--- src/rtl/cpu_pkg.sv ---
`default_nettype none
// +--------------------------------------------------------------------------+
// | cpu_pkg : shared types and constants for the sequencer and the decoder.  |
// | Rev 1.0                                                                  |
// +--------------------------------------------------------------------------+
package cpu_pkg;

  typedef logic [7:0] opcode_t;

  typedef enum logic [1:0] {
    BOOT = 2'd0,
    EXEC = 2'd1,
    HALT = 2'd2,
    LOCK = 2'd3
  } seq_state_t;

  // Encoding matches opcode bits [4:3] of the conditional branch group.
  typedef enum logic [1:0] {
    CC_NZ = 2'd0,
    CC_Z  = 2'd1,
    CC_NC = 2'd2,
    CC_C  = 2'd3
  } cc_t;

  localparam opcode_t HALT_OPC  = 8'h76;
  localparam opcode_t RESET_OPC = 8'h00;

endpackage
`default_nettype wire

--- src/rtl/cpu_sequencer_if.sv ---
`default_nettype none
// +--------------------------------------------------------------------------+
// | cpu_sequencer_if : bus/decoder signals between core and sequencer.       |
// | Rev 1.0                                                                  |
// +--------------------------------------------------------------------------+
interface cpu_sequencer_if #(
  parameter int STEP_W = 3
);
  import cpu_pkg::*;

  logic              stall;
  opcode_t           db_in;
  logic              flag_z;
  logic              flag_c;
  logic              wake;
  logic              dc_done;
  logic              dc_is_cond;
  logic [STEP_W-1:0] dc_next;

  opcode_t           opcode;
  logic [STEP_W-1:0] step;
  logic              boot_fetch;
  logic              halted;
  logic              illegal;

  // Core side: bus, flags and decoder feed the sequencer.
  modport master (
    output stall, db_in, flag_z, flag_c, wake, dc_done, dc_is_cond, dc_next,
    input  opcode, step, boot_fetch, halted, illegal
  );

  modport slave (
    input  stall, db_in, flag_z, flag_c, wake, dc_done, dc_is_cond, dc_next,
    output opcode, step, boot_fetch, halted, illegal
  );

endinterface
`default_nettype wire

--- src/rtl/cc_eval.sv ---
`default_nettype none
// +--------------------------------------------------------------------------+
// | cc_eval : combinational branch-condition evaluator (cc, Z, C -> true).   |
// | Rev 1.0                                                                  |
// +--------------------------------------------------------------------------+
module cc_eval
  import cpu_pkg::*;
(
  input  cc_t  i_cc,
  input  logic i_flag_z,
  input  logic i_flag_c,
  output logic o_cc_true
);

  always_comb begin
    o_cc_true = 1'b0;
    unique case (i_cc)
      CC_NZ: o_cc_true = ~i_flag_z;
      CC_Z:  o_cc_true =  i_flag_z;
      CC_NC: o_cc_true = ~i_flag_c;
      CC_C:  o_cc_true =  i_flag_c;
    endcase
  end

endmodule
`default_nettype wire

--- src/rtl/cpu_sequencer.sv ---
`default_nettype none
// +--------------------------------------------------------------------------+
// | cpu_sequencer : IR and M-cycle step counter feeding the opcode decoder.  |
// | Rev 1.0                                                                  |
// +--------------------------------------------------------------------------+
module cpu_sequencer
  import cpu_pkg::*;
#(
  parameter int      STEP_W    = 3,
  parameter opcode_t HALT_OPC  = cpu_pkg::HALT_OPC,
  parameter opcode_t RESET_OPC = cpu_pkg::RESET_OPC
) (
  input  logic            clk,
  input  logic            reset,
  cpu_sequencer_if.slave  bus
);

  localparam logic [STEP_W-1:0] STEP_ZERO = '0;
  localparam logic [STEP_W-1:0] STEP_ONE  = STEP_W'(1);
  localparam logic [STEP_W-1:0] STEP_MAX  = '1;

  seq_state_t        r_state;
  seq_state_t        w_state_nxt;
  opcode_t           r_opcode;
  opcode_t           w_opcode_nxt;
  logic [STEP_W-1:0] r_step;
  logic [STEP_W-1:0] w_step_nxt;
  logic              r_illegal;
  logic              w_illegal_nxt;
  cc_t               w_cc;
  logic              w_cc_true;

  assign w_cc = cc_t'(r_opcode[4:3]);

  cc_eval u_cc_eval (
    .i_cc      (w_cc),
    .i_flag_z  (bus.flag_z),
    .i_flag_c  (bus.flag_c),
    .o_cc_true (w_cc_true)
  );

  always_comb begin
    w_state_nxt   = r_state;
    w_opcode_nxt  = r_opcode;
    w_step_nxt    = r_step;
    w_illegal_nxt = r_illegal;

    if (!bus.stall) begin
      unique case (r_state)
        BOOT: begin
          w_opcode_nxt = bus.db_in;
          w_step_nxt   = STEP_ZERO;
          w_state_nxt  = EXEC;
        end
        EXEC: begin
          if (bus.dc_done) begin
            // Overlapped fetch: the next opcode is on the bus in the last M-cycle.
            w_opcode_nxt = bus.db_in;
            w_step_nxt   = STEP_ZERO;
            if (bus.db_in == HALT_OPC) begin
              w_state_nxt = HALT;
            end
          end else if (r_step == STEP_MAX) begin
            w_state_nxt   = LOCK;
            w_illegal_nxt = 1'b1;
          end else if (bus.dc_is_cond) begin
            w_step_nxt = w_cc_true ? (r_step + STEP_ONE) : bus.dc_next;
          end else begin
            w_step_nxt = r_step + STEP_ONE;
          end
        end
        HALT: begin
          if (bus.wake) begin
            w_state_nxt  = BOOT;
            w_opcode_nxt = RESET_OPC;
            w_step_nxt   = STEP_ZERO;
          end
        end
        LOCK: begin
          w_state_nxt = LOCK;
        end
      endcase
    end
  end

  always_ff @(posedge clk) begin
    if (reset) begin
      r_state   <= BOOT;
      r_opcode  <= RESET_OPC;
      r_step    <= STEP_ZERO;
      r_illegal <= 1'b0;
    end else begin
      r_state   <= w_state_nxt;
      r_opcode  <= w_opcode_nxt;
      r_step    <= w_step_nxt;
      r_illegal <= w_illegal_nxt;
    end
  end

  assign bus.opcode     = r_opcode;
  assign bus.step       = r_step;
  assign bus.illegal    = r_illegal;
  assign bus.boot_fetch = (r_state == BOOT);
  assign bus.halted     = (r_state == HALT) || (r_state == LOCK);

endmodule
`default_nettype wire

--- src/flat_wrapper.sv ---
// flat-port wrapper written by rule: the top's interface ports become plain ports
module cpu_sequencer_flat import cpu_pkg::*;
#(
  parameter int      STEP_W    = 3,
  parameter opcode_t HALT_OPC  = cpu_pkg::HALT_OPC,
  parameter opcode_t RESET_OPC = cpu_pkg::RESET_OPC
)
  (clk, reset, bus_stall, bus_db_in, bus_flag_z, bus_flag_c, bus_wake, bus_dc_done, bus_dc_is_cond, bus_dc_next, bus_opcode, bus_step, bus_boot_fetch, bus_halted, bus_illegal);
  cpu_sequencer_if #(.STEP_W(STEP_W)) bus_i ();
  input  logic clk;
  input  logic reset;
  input wire logic [$bits(bus_i.stall)-1:0] bus_stall;
  input wire logic [$bits(bus_i.db_in)-1:0] bus_db_in;
  input wire logic [$bits(bus_i.flag_z)-1:0] bus_flag_z;
  input wire logic [$bits(bus_i.flag_c)-1:0] bus_flag_c;
  input wire logic [$bits(bus_i.wake)-1:0] bus_wake;
  input wire logic [$bits(bus_i.dc_done)-1:0] bus_dc_done;
  input wire logic [$bits(bus_i.dc_is_cond)-1:0] bus_dc_is_cond;
  input wire logic [$bits(bus_i.dc_next)-1:0] bus_dc_next;
  output wire logic [$bits(bus_i.opcode)-1:0] bus_opcode;
  output wire logic [$bits(bus_i.step)-1:0] bus_step;
  output wire logic [$bits(bus_i.boot_fetch)-1:0] bus_boot_fetch;
  output wire logic [$bits(bus_i.halted)-1:0] bus_halted;
  output wire logic [$bits(bus_i.illegal)-1:0] bus_illegal;
  assign bus_i.stall = bus_stall;
  assign bus_i.db_in = bus_db_in;
  assign bus_i.flag_z = bus_flag_z;
  assign bus_i.flag_c = bus_flag_c;
  assign bus_i.wake = bus_wake;
  assign bus_i.dc_done = bus_dc_done;
  assign bus_i.dc_is_cond = bus_dc_is_cond;
  assign bus_i.dc_next = bus_dc_next;
  assign bus_opcode = bus_i.opcode;
  assign bus_step = bus_i.step;
  assign bus_boot_fetch = bus_i.boot_fetch;
  assign bus_halted = bus_i.halted;
  assign bus_illegal = bus_i.illegal;
  cpu_sequencer #(.STEP_W(STEP_W), .HALT_OPC(HALT_OPC), .RESET_OPC(RESET_OPC)) u_core (.clk(clk), .reset(reset), .bus(bus_i));
endmodule
--- config.mk ---
export PLATFORM = sky130hd
export DESIGN_NAME = cpu_sequencer_flat
export DESIGN_NICKNAME = d
export VERILOG_FILES = /design/src/rtl/cpu_pkg.sv /design/src/rtl/cpu_sequencer_if.sv /design/src/rtl/cc_eval.sv /design/src/rtl/cpu_sequencer.sv /design/src/flat_wrapper.sv
export SDC_FILE = /design/constraint.sdc
export NUM_CORES = 1
export LEC_CHECK = 0
export ABC_AREA = 1
export CORE_MARGIN = 2
export CORE_UTILIZATION = 30
export CTS_CLUSTER_DIAMETER = 80
export CTS_CLUSTER_SIZE = 14
export DETAILED_ROUTE_END_ITERATION = 10
export GPL_ROUTABILITY_DRIVEN = 1
export GPL_TIMING_DRIVEN = 0
export HOLD_SLACK_MARGIN = 0.12
export PLACE_DENSITY = 0.59
export REMOVE_ABC_BUFFERS = 1
export SYNTH_ARGS = -nofsm -noshare
export SYNTH_HDL_FRONTEND = slang
export SYNTH_SLANG_ARGS = --single-unit
--- constraint.sdc ---
create_clock -name clk -period 3.1 [get_ports clk]
set_clock_uncertainty 0.1 [all_clocks]
set_input_delay 0.31 -clock clk [delete_from_list [all_inputs] [get_ports clk]]
set_output_delay 0.31 -clock clk [all_outputs]
set_load 0.1 [all_outputs]
---- After elaboration in Yosys (flattened, before gate mapping) ----
Index checks and enable logic that the tools add are counted.
word-level totals
  output and inout bits ................... 14
  bits of input ports ..................... 19
  logic and storage cells ................. 45
  bits in registers ....................... 14
cells by class
  reduce and logical (&&, ||, !) cells .... 8
  add/sub/neg operators ................... 1
  muxes and demuxes ....................... 15
  equal/unequal tests ..................... 13
  bitwise operators ....................... 4
operator list
  cell                 number
  $pmux 8 s3           1
  $mux 8               2
  $reduce_and 4->1     4
  $mux 3               5
  $pmux 3 s3           1
  $eq 2x2->1 const B   4
  $eq 8x7->1 const B   1
  $mux 2               4
  $pmux 2 s4           1
  $ne 3x2->1 const B   2
  $eq 2x1->1 const B   2
  $logic_not 2->1      2
  $ne 2x2->1 const B   2
  $not 1->1            4
  $pmux 1 s4           1
  $add 3x1->3 const B  1
  $eq 3x3->1 const B   1
  $ne 3x3->1 const B   1
  $reduce_bool 3->1    1
  $logic_or 1x1->1     1

---- Longest topological paths before layout ----
Gate-level depths: netlist of the first run.
  word-level depth ........................ 7
  depth in mapped cells ................... 8
  depth with buffers taken out ............ 8

---- Hierarchy ----
From an unflattened synthesis of the first run, not the netlist that was laid out.
second synthesis, totals
  cell total of the unflattened synthesis .. 136
  area, all modules ....................... 860.8 um^2
by module, submodules not included
  module         cells each  area each (um^2)  seq. area each (um^2)  times used
  cpu_sequencer  124         813.3             280.3                  1
  cc_eval        12          47.5              0.0                    1

---- Least setup slack after synthesis of the first run ----
OpenSTA, ideal clock, no wires.
  kind .................................... register to register
  start point ............................. register u_core.r_step[0] (netlist: u_core.bus.step[0])
  end point ............................... register u_core.r_step[0] (netlist: u_core.bus.step[0])
  path slack .............................. 0.925 ns
  path buffers ............................ 0
  data arrival time ....................... 2.004 ns
  setup time .............................. 0.071 ns
  cell stages (with the launch flop) ...... 7
  clock period less this slack ............ 2.175 ns
  data required time ...................... 2.929 ns
  path through ............................ dfxtp_1 > ha_1 > ha_1 > inv_1 > nor3_1 > o21ai_0 > a21oi_1
between the ends
  longest elaborated chain between the ends .. 6
  elaborated cells on any way between the ends .. 9
  those cells by class .................... 1 x add/sub; 2 x eq/ne; 5 x mux; 1 x reduce/logical
RTL lines
  element                 line                                      text
  from (decl)             cpu_sequencer.sv:26                       logic [STEP_W-1:0] r_step;
  from (signal assigned)  cpu_sequencer.sv:95                       r_step <= w_step_nxt;
  $add 3x1->3             cpu_sequencer.sv:67, cpu_sequencer.sv:69
  $mux 3                  cpu_sequencer.sv:67                       w_step_nxt = w_cc_true ? (r_step + STEP_ONE) : bus.dc_next;
  $mux 3                  cpu_sequencer.sv:66                       end else if (bus.dc_is_cond) begin
  $mux 3                  cpu_sequencer.sv:63                       end else if (r_step == STEP_MAX) begin
  $mux 3                  cpu_sequencer.sv:56                       if (bus.dc_done) begin
  $pmux 3 s3              cpu_sequencer.sv:49                       unique case (r_state)
Several ways; a longest one is shown, not always the timed one. The select of a mux whose other input is x is not followed.
A chain may end at the register's enable or synchronous reset.

---- Final worst setup path of the first run ----
  start point ............................. register u_core.r_state[0]
  end point ............................... output bus_boot_fetch
between the ends
  longest elaborated chain between the ends .. 1
RTL lines
  element                 line                  text
  from (decl)             cpu_sequencer.sv:22   seq_state_t r_state;
  from (signal assigned)  cpu_sequencer.sv:93   r_state <= w_state_nxt;
  $logic_not 2->1         cpu_sequencer.sv:103  assign bus.boot_fetch = (r_state == BOOT);
  to (decl)               flat_wrapper.sv:22    output wire logic [$bits(bus_i.boot_fetch)-1:0] bus_boot_fetch;
Every way passes these cells.

==> impl_metrics.env, run 1 <==
export IMPL_status="finished clean"
export IMPL_cts_repair_resized=0
export IMPL_cp_max_fo=7
export IMPL_grt_max_degree=15
export IMPL_hold_violations=0
export IMPL_finalWeightedCongestion=0.814
export IMPL_core_sq_um=2410
export IMPL_finalSetupTns_ps=0
export IMPL_via_per_inst=4.80
export IMPL_postCtsHoldBufs=0
export IMPL_grt_usage=0.143
export IMPL_fin_crit_sh=0.754
export IMPL_r2r_setup_slack_ps=1450
export IMPL_drc_errors=0
export IMPL_firstDrtPassIters=5
export IMPL_die_area_sq_um=2900
export IMPL_clock_sinks=14
export IMPL_cp_top_family="buffers and inverters"
export IMPL_critPathLaunch="u_core.r_state[0]"
export IMPL_h_tree_depth=1
export IMPL_drv_cap=0
export IMPL_relSlewSlack=0.352
export IMPL_end_kind="primary output"
export IMPL_period_needed_ps=2340
export IMPL_wl_um=1860
export IMPL_required_ps=2690
export IMPL_postRouteAntennaNets=0
export IMPL_power_density_nw_per_um2=461
export IMPL_ir_drop_mv=0.352
export IMPL_start_util=0.309
export IMPL_rsz0062_at_grt="false"
export IMPL_vias=820
export IMPL_die_x_um=53.9
export IMPL_clk_path_buf_depth=2
export IMPL_final_setup_worst_slack_ps=763
export IMPL_post_cts_buffers=0
export IMPL_slew_viol_final=0
export IMPL_insertion_delay_ps=280
export IMPL_grt_overflow=0
export IMPL_clk_pin_slew_ps=90
export IMPL_critPathLaunchType="flop"
export IMPL_grt_pass1_wl_um=3020
export IMPL_drt_iter0_markers=20
export IMPL_grt_pass1_vias=740
export IMPL_hpwl_um=1400
export IMPL_placementRows=18
export IMPL_port_buffers=32
export IMPL_die_height_um=53.9
export IMPL_area_growth_synth_to_final_pct=51.2
export IMPL_seq_area_frac_synth=0.376
export IMPL_arrival_ps=1930
export IMPL_min_path_type="flop to flop"
export IMPL_antenna_found_initial=0
export IMPL_nets=163
export IMPL_setup_viol=0
export IMPL_path_buf_inv=1
export IMPL_num_io_pins=33
export IMPL_max_freq_mhz=428
export IMPL_p_leak_nw=0.450
export IMPL_cts_made_buffers=3
export IMPL_synth_lib_cells_used_distinct=20
export IMPL_ys_seq_elements=14
export IMPL_antennaDiodeCount=0
export IMPL_cts_tree="yes"
export IMPL_netlist_area_sq_um=746
export IMPL_critPathMaxStageDelay_ps=1140
export IMPL_cts_root_buf="clkbuf_4"
export IMPL_min_from="u_core.bus.opcode[6]"
export IMPL_yosys_warnings=0
export IMPL_synthCells=107
export IMPL_max_slew_worst_pin_slew_ps=968
export IMPL_r2r_start="u_core.bus.step[0]"
export IMPL_drive_gt1_frac=0.0922
export IMPL_crit_chain="nor2_1 -> clkdlybuf4s50_1"
export IMPL_slowest_stage="clkdlybuf4s50_1"
export IMPL_wl_per_cell_um=10.8
export IMPL_setup_worst_path_class="flop to primary output"
export IMPL_dp_slack_ps=1080
export IMPL_synth_area_per_cell_sq_um=6.97
-- placed cells by master (no fill, tap or decap), drive strengths merged --
| master | n |
|---|---|
| clkdlybuf4s50 | 32 |
| nand2 | 24 |
| nand3 | 18 |
| a21oi | 15 |
| dfxtp | 14 |
| inv | 14 |
| nor2 | 8 |
| nand4 | 4 |
| clkbuf | 4 |
| o21ai | 3 |
| ha | 2 |
| clkinv | 1 |
| nor3 | 1 |
| o21bai | 1 |
-- routing by layer --
metal | vias to the layer above | track usage | part of all wire | wire [um]
met5 | - | 0 | 0 | 0
met3 | 5 | 0.0278 | 0.070 | 129
met4 | 0 | 0.0769 | 0.021 | 39
met1 | 358 | 0.179 | 0.47 | 867
li1 | 423 | - | - | -
met2 | 34 | 0.230 | 0.44 | 818
-- worst min-delay path, cell delays in order (launching register included) --
cell	delay [ps]
dfxtp_1	320
nand2_1	60
a21oi_1	50
-- kinds of logic after synthesis --
group,synth area share
AND/OR/NAND/NOR,0.362
AO/OA/AOI/OAI,0.136
buffers and inverters,0.0923
flip-flops,0.376
adder cells (fa/ha/maj),0.0336
-- cells in the mapped netlist --
library cell / count / area [sq um]
ha_1: 2 / 25.0
o21ai_0: 3 / 15.0
inv_2: 1 / 3.75
dfxtp_1: 14 / 280
o21bai_1: 1 / 7.51
nor3_1: 1 / 5.00
nand2_2: 2 / 12.5
inv_1: 13 / 48.8
nor2_4: 2 / 22.5
nor2_1: 4 / 15.0
nand4_1: 4 / 25.0
clkbuf_1: 1 / 3.75
nand2_1: 22 / 82.6
clkinv_1: 1 / 3.75
a21oi_2: 1 / 8.76
dlygate4sd1_1: 1 / 8.76
nor2_2: 2 / 12.5
a21oi_1: 14 / 70.1
nand3_2: 1 / 10.0
nand3_1: 17 / 85.1
-- power breakdown --
part / total, mW / switching [mW] / internal (mW) / leakage (nW)
clock: 0.132 / 0.0605 / 0.0715 / 0.0210
combinational: 0.187 / 0.130 / 0.0575 / 0.315
sequential: 0.201 / 0.00993 / 0.191 / 0.115
total: 0.520 / 0.200 / 0.320 / 0.450
-- worst paths after layout --
check | to | cells after the start
max | bus_boot_fetch | 2
max reg2reg | u_core.bus.step[2] | 6
min reg2reg | u_core.bus.opcode[6] | 2
min | u_core.bus.opcode[6] | 2
-- metrics by stage --
stage / area, sq um / std cells / util / hold slack (ps) / power (mW)
finish: 1130 / 171 / 0.468 / 373 / 0.520
global route: 1130 / 171 / 0.468 / 391 / 0.546
floorplan: 733 / 105 / - / 279 / 0.333
detailed placement: 1090 / 167 / 0.453 / 359 / 0.392
global placement: 1090 / 167 / 0.453 / 356 / 0.391
CTS: 1130 / 171 / 0.468 / 375 / 0.525
-- state kept, by name, summed over array words and instances (netlist names) --
name and cells:
u_core.bus.opcode 8, u_core.bus.illegal 1, u_core.r_state 2, u_core.bus.step 3
-- final cells by class --
class / instances / area [sq um]
clock buffers: 4 / 36.3
fillers: 249 / 1280
inverters: 15 / 56.3
multi-input cells: 76 / 397
flip-flops and latches: 14 / 280
well taps: 30 / 37.5
repair buffers: 32 / 320
Note: power is estimated with default switching activity, not from simulation.
==> run 2, diff against run 1 <==
==> constraint.sdc (replaced) <==
create_clock -name clk -period 2.15 [get_ports clk]
set_clock_uncertainty 0.1 [all_clocks]
set_input_delay 0.215 -clock clk [delete_from_list [all_inputs] [get_ports clk]]
set_output_delay 0.215 -clock clk [all_outputs]
set_load 0.1 [all_outputs]
==> impl_metrics.env, run 2 (synthesis gave the netlist of run 1 again) <==
export IMPL_drc_errors=0
export IMPL_required_ps=1840
export IMPL_firstDrtPassIters=4
export IMPL_final_cell_area_sq_um=1140
export IMPL_critPathLaunch="u_core.bus.opcode[5]"
export IMPL_grt_pass1_vias=738
export IMPL_layout_common_cells="clkdlybuf4s50_1 (25), nand2_1 (22), nand3_1 (17)"
export IMPL_arrival_ps=1770
export IMPL_critPathLaunchType="flop"
export IMPL_wl_per_cell_um=10.7
export IMPL_clk_pin_slew_ps=90
export IMPL_area_growth_synth_to_final_pct=52.5
export IMPL_crit_chain="clkdlybuf4s50_1"
export IMPL_antenna_found_initial=0
export IMPL_core_sq_um=2410
export IMPL_finalSetupTns_ps=0
export IMPL_final_common_cell="clkdlybuf4s50_1"
export IMPL_cp_top_family="buffers and inverters"
export IMPL_grt_pass1_wl_um=3010
export IMPL_via_per_inst=4.77
export IMPL_setup_viol=0
export IMPL_grt_overflow=0
export IMPL_setup_worst_path_class="flop to primary output"
export IMPL_insertion_delay_ps=280
export IMPL_rsz0062_at_grt="false"
export IMPL_placementRows=18
export IMPL_internal_power_uw=458
export IMPL_hold_violations=0
export IMPL_max_freq_mhz=480
export IMPL_hpwl_um=1400
export IMPL_num_io_pins=33
export IMPL_p_sw_frac=0.386
export IMPL_clk_path_buf_depth=2
export IMPL_path_buf_inv=1
export IMPL_slew_viol_final=0
export IMPL_wl_um=1830
export IMPL_relSlewSlack=0.353
export IMPL_die_x_um=53.9
export IMPL_drv_cap=0
export IMPL_ir_drop_mv=0.494
export IMPL_clock_sinks=14
export IMPL_die_area_sq_um=2900
export IMPL_finalWeightedCongestion=0.814
export IMPL_p_comb_frac=0.357
export IMPL_place_area_sq_um=1090
export IMPL_min_path_type="flop to flop"
export IMPL_cts_made_buffers=3
export IMPL_antennaDiodeCount=0
export IMPL_max_slew_worst_pin_slew_ps=968
export IMPL_h_tree_depth=1
export IMPL_critPathMaxStageDelay_ps=1130
export IMPL_status="finished clean"
export IMPL_drt_iter0_markers=16
export IMPL_cp_max_fo=2
export IMPL_slowest_stage="clkdlybuf4s50_1"
export IMPL_vias=815
export IMPL_nets=163
export IMPL_crit_cells=1
export IMPL_p_leak_nw=0.540
export IMPL_start_util=0.309
export IMPL_cts_tree="yes"
export IMPL_power_density_nw_per_um2=656
export IMPL_end_kind="primary output"
export IMPL_r2r_end="u_core.bus.step[2]"
export IMPL_endpoint="bus_opcode[5]"
export IMPL_r2r_setup_slack_ps=540
export IMPL_grt_usage=0.142
export IMPL_largest_register_ffs=8
export IMPL_cts_root_buf="clkbuf_4"
export IMPL_postRouteAntennaNets=0
export IMPL_die_height_um=53.9
export IMPL_port_buffers=32
export IMPL_clkPwrFrac=0.256
export IMPL_ff2ff_path_depth=6
export IMPL_fin_crit_sh=0.970
export IMPL_period_needed_ps=2090
export IMPL_power_switching_uw=288
export IMPL_r2r_start="u_core.bus.step[0]"
export IMPL_seqPwrFrac=0.388
export IMPL_grt_max_degree=15
export IMPL_drive_gt1_frac=0.0922
==> run 2: worst min-delay path by stage <==
stage,start,end,slack (ps),depth (start not counted)
finish,u_core.bus.opcode[6],u_core.bus.opcode[6],370,2
global route,u_core.bus.opcode[1],u_core.bus.opcode[1],390,2
CTS,u_core.bus.opcode[7],u_core.bus.opcode[7],380,2
detailed placement,u_core.bus.opcode[7],u_core.bus.opcode[7],360,2
global placement,u_core.bus.opcode[0],u_core.bus.opcode[0],360,2
floorplan,reset,u_core.bus.opcode[0],180,1
==> run 2: metrics by stage <==
stage | hold slack (ps) | worst slack (ps) | instances | total power, mW | utilization
global route | 391 | 7.70 | 171 | 0.784 | 0.472
CTS | 375 | 2.85 | 171 | 0.754 | 0.467
finish | 373 | 64.9 | 171 | 0.746 | 0.472
global placement | 356 | 235 | 167 | 0.563 | 0.453
detailed placement | 359 | 227 | 167 | 0.565 | 0.453
floorplan | 184 | -246 | 105 | 0.480 | -
==> run 2: repair_timing <==
item / 4_1_cts / 5_1_grt
hold buffers: 0 / 0
resized for setup: 2 / 5
pin swaps: 0 / 0
buffers inserted: 0 / 0
endpoints found under the setup margin: 2 / 5
==> run 2: power by group through the flow <==
stage / Sequential, mW / Combinational [mW] / Clock [mW]
finish: 0.289 / 0.266 / 0.191
detailed placement: 0.295 / 0.270 / 0
global route: 0.292 / 0.285 / 0.207
global placement: 0.294 / 0.269 / 0
CTS: 0.290 / 0.268 / 0.196
floorplan: 0.390 / 0.0898 / 0
==> run 2: metal layers <==
metal  up-vias  track usage  part of all wire
met3         5       0.0250             0.069
met1       357        0.179              0.46
met5         -            0                 0
met2        30        0.230              0.45
li1        423            -                 -
met4         0       0.0769             0.021
==> run 2: cell type report <==
| type | instances | area [sq um] |
|---|---|---|
| inverters | 15 | 56.3 |
| flip-flops and latches | 14 | 280 |
| clock buffers | 4 | 36.3 |
| multi-input cells | 76 | 397 |
| repair buffers | 32 | 330 |
| well taps | 30 | 37.5 |
| fillers | 251 | 1270 |
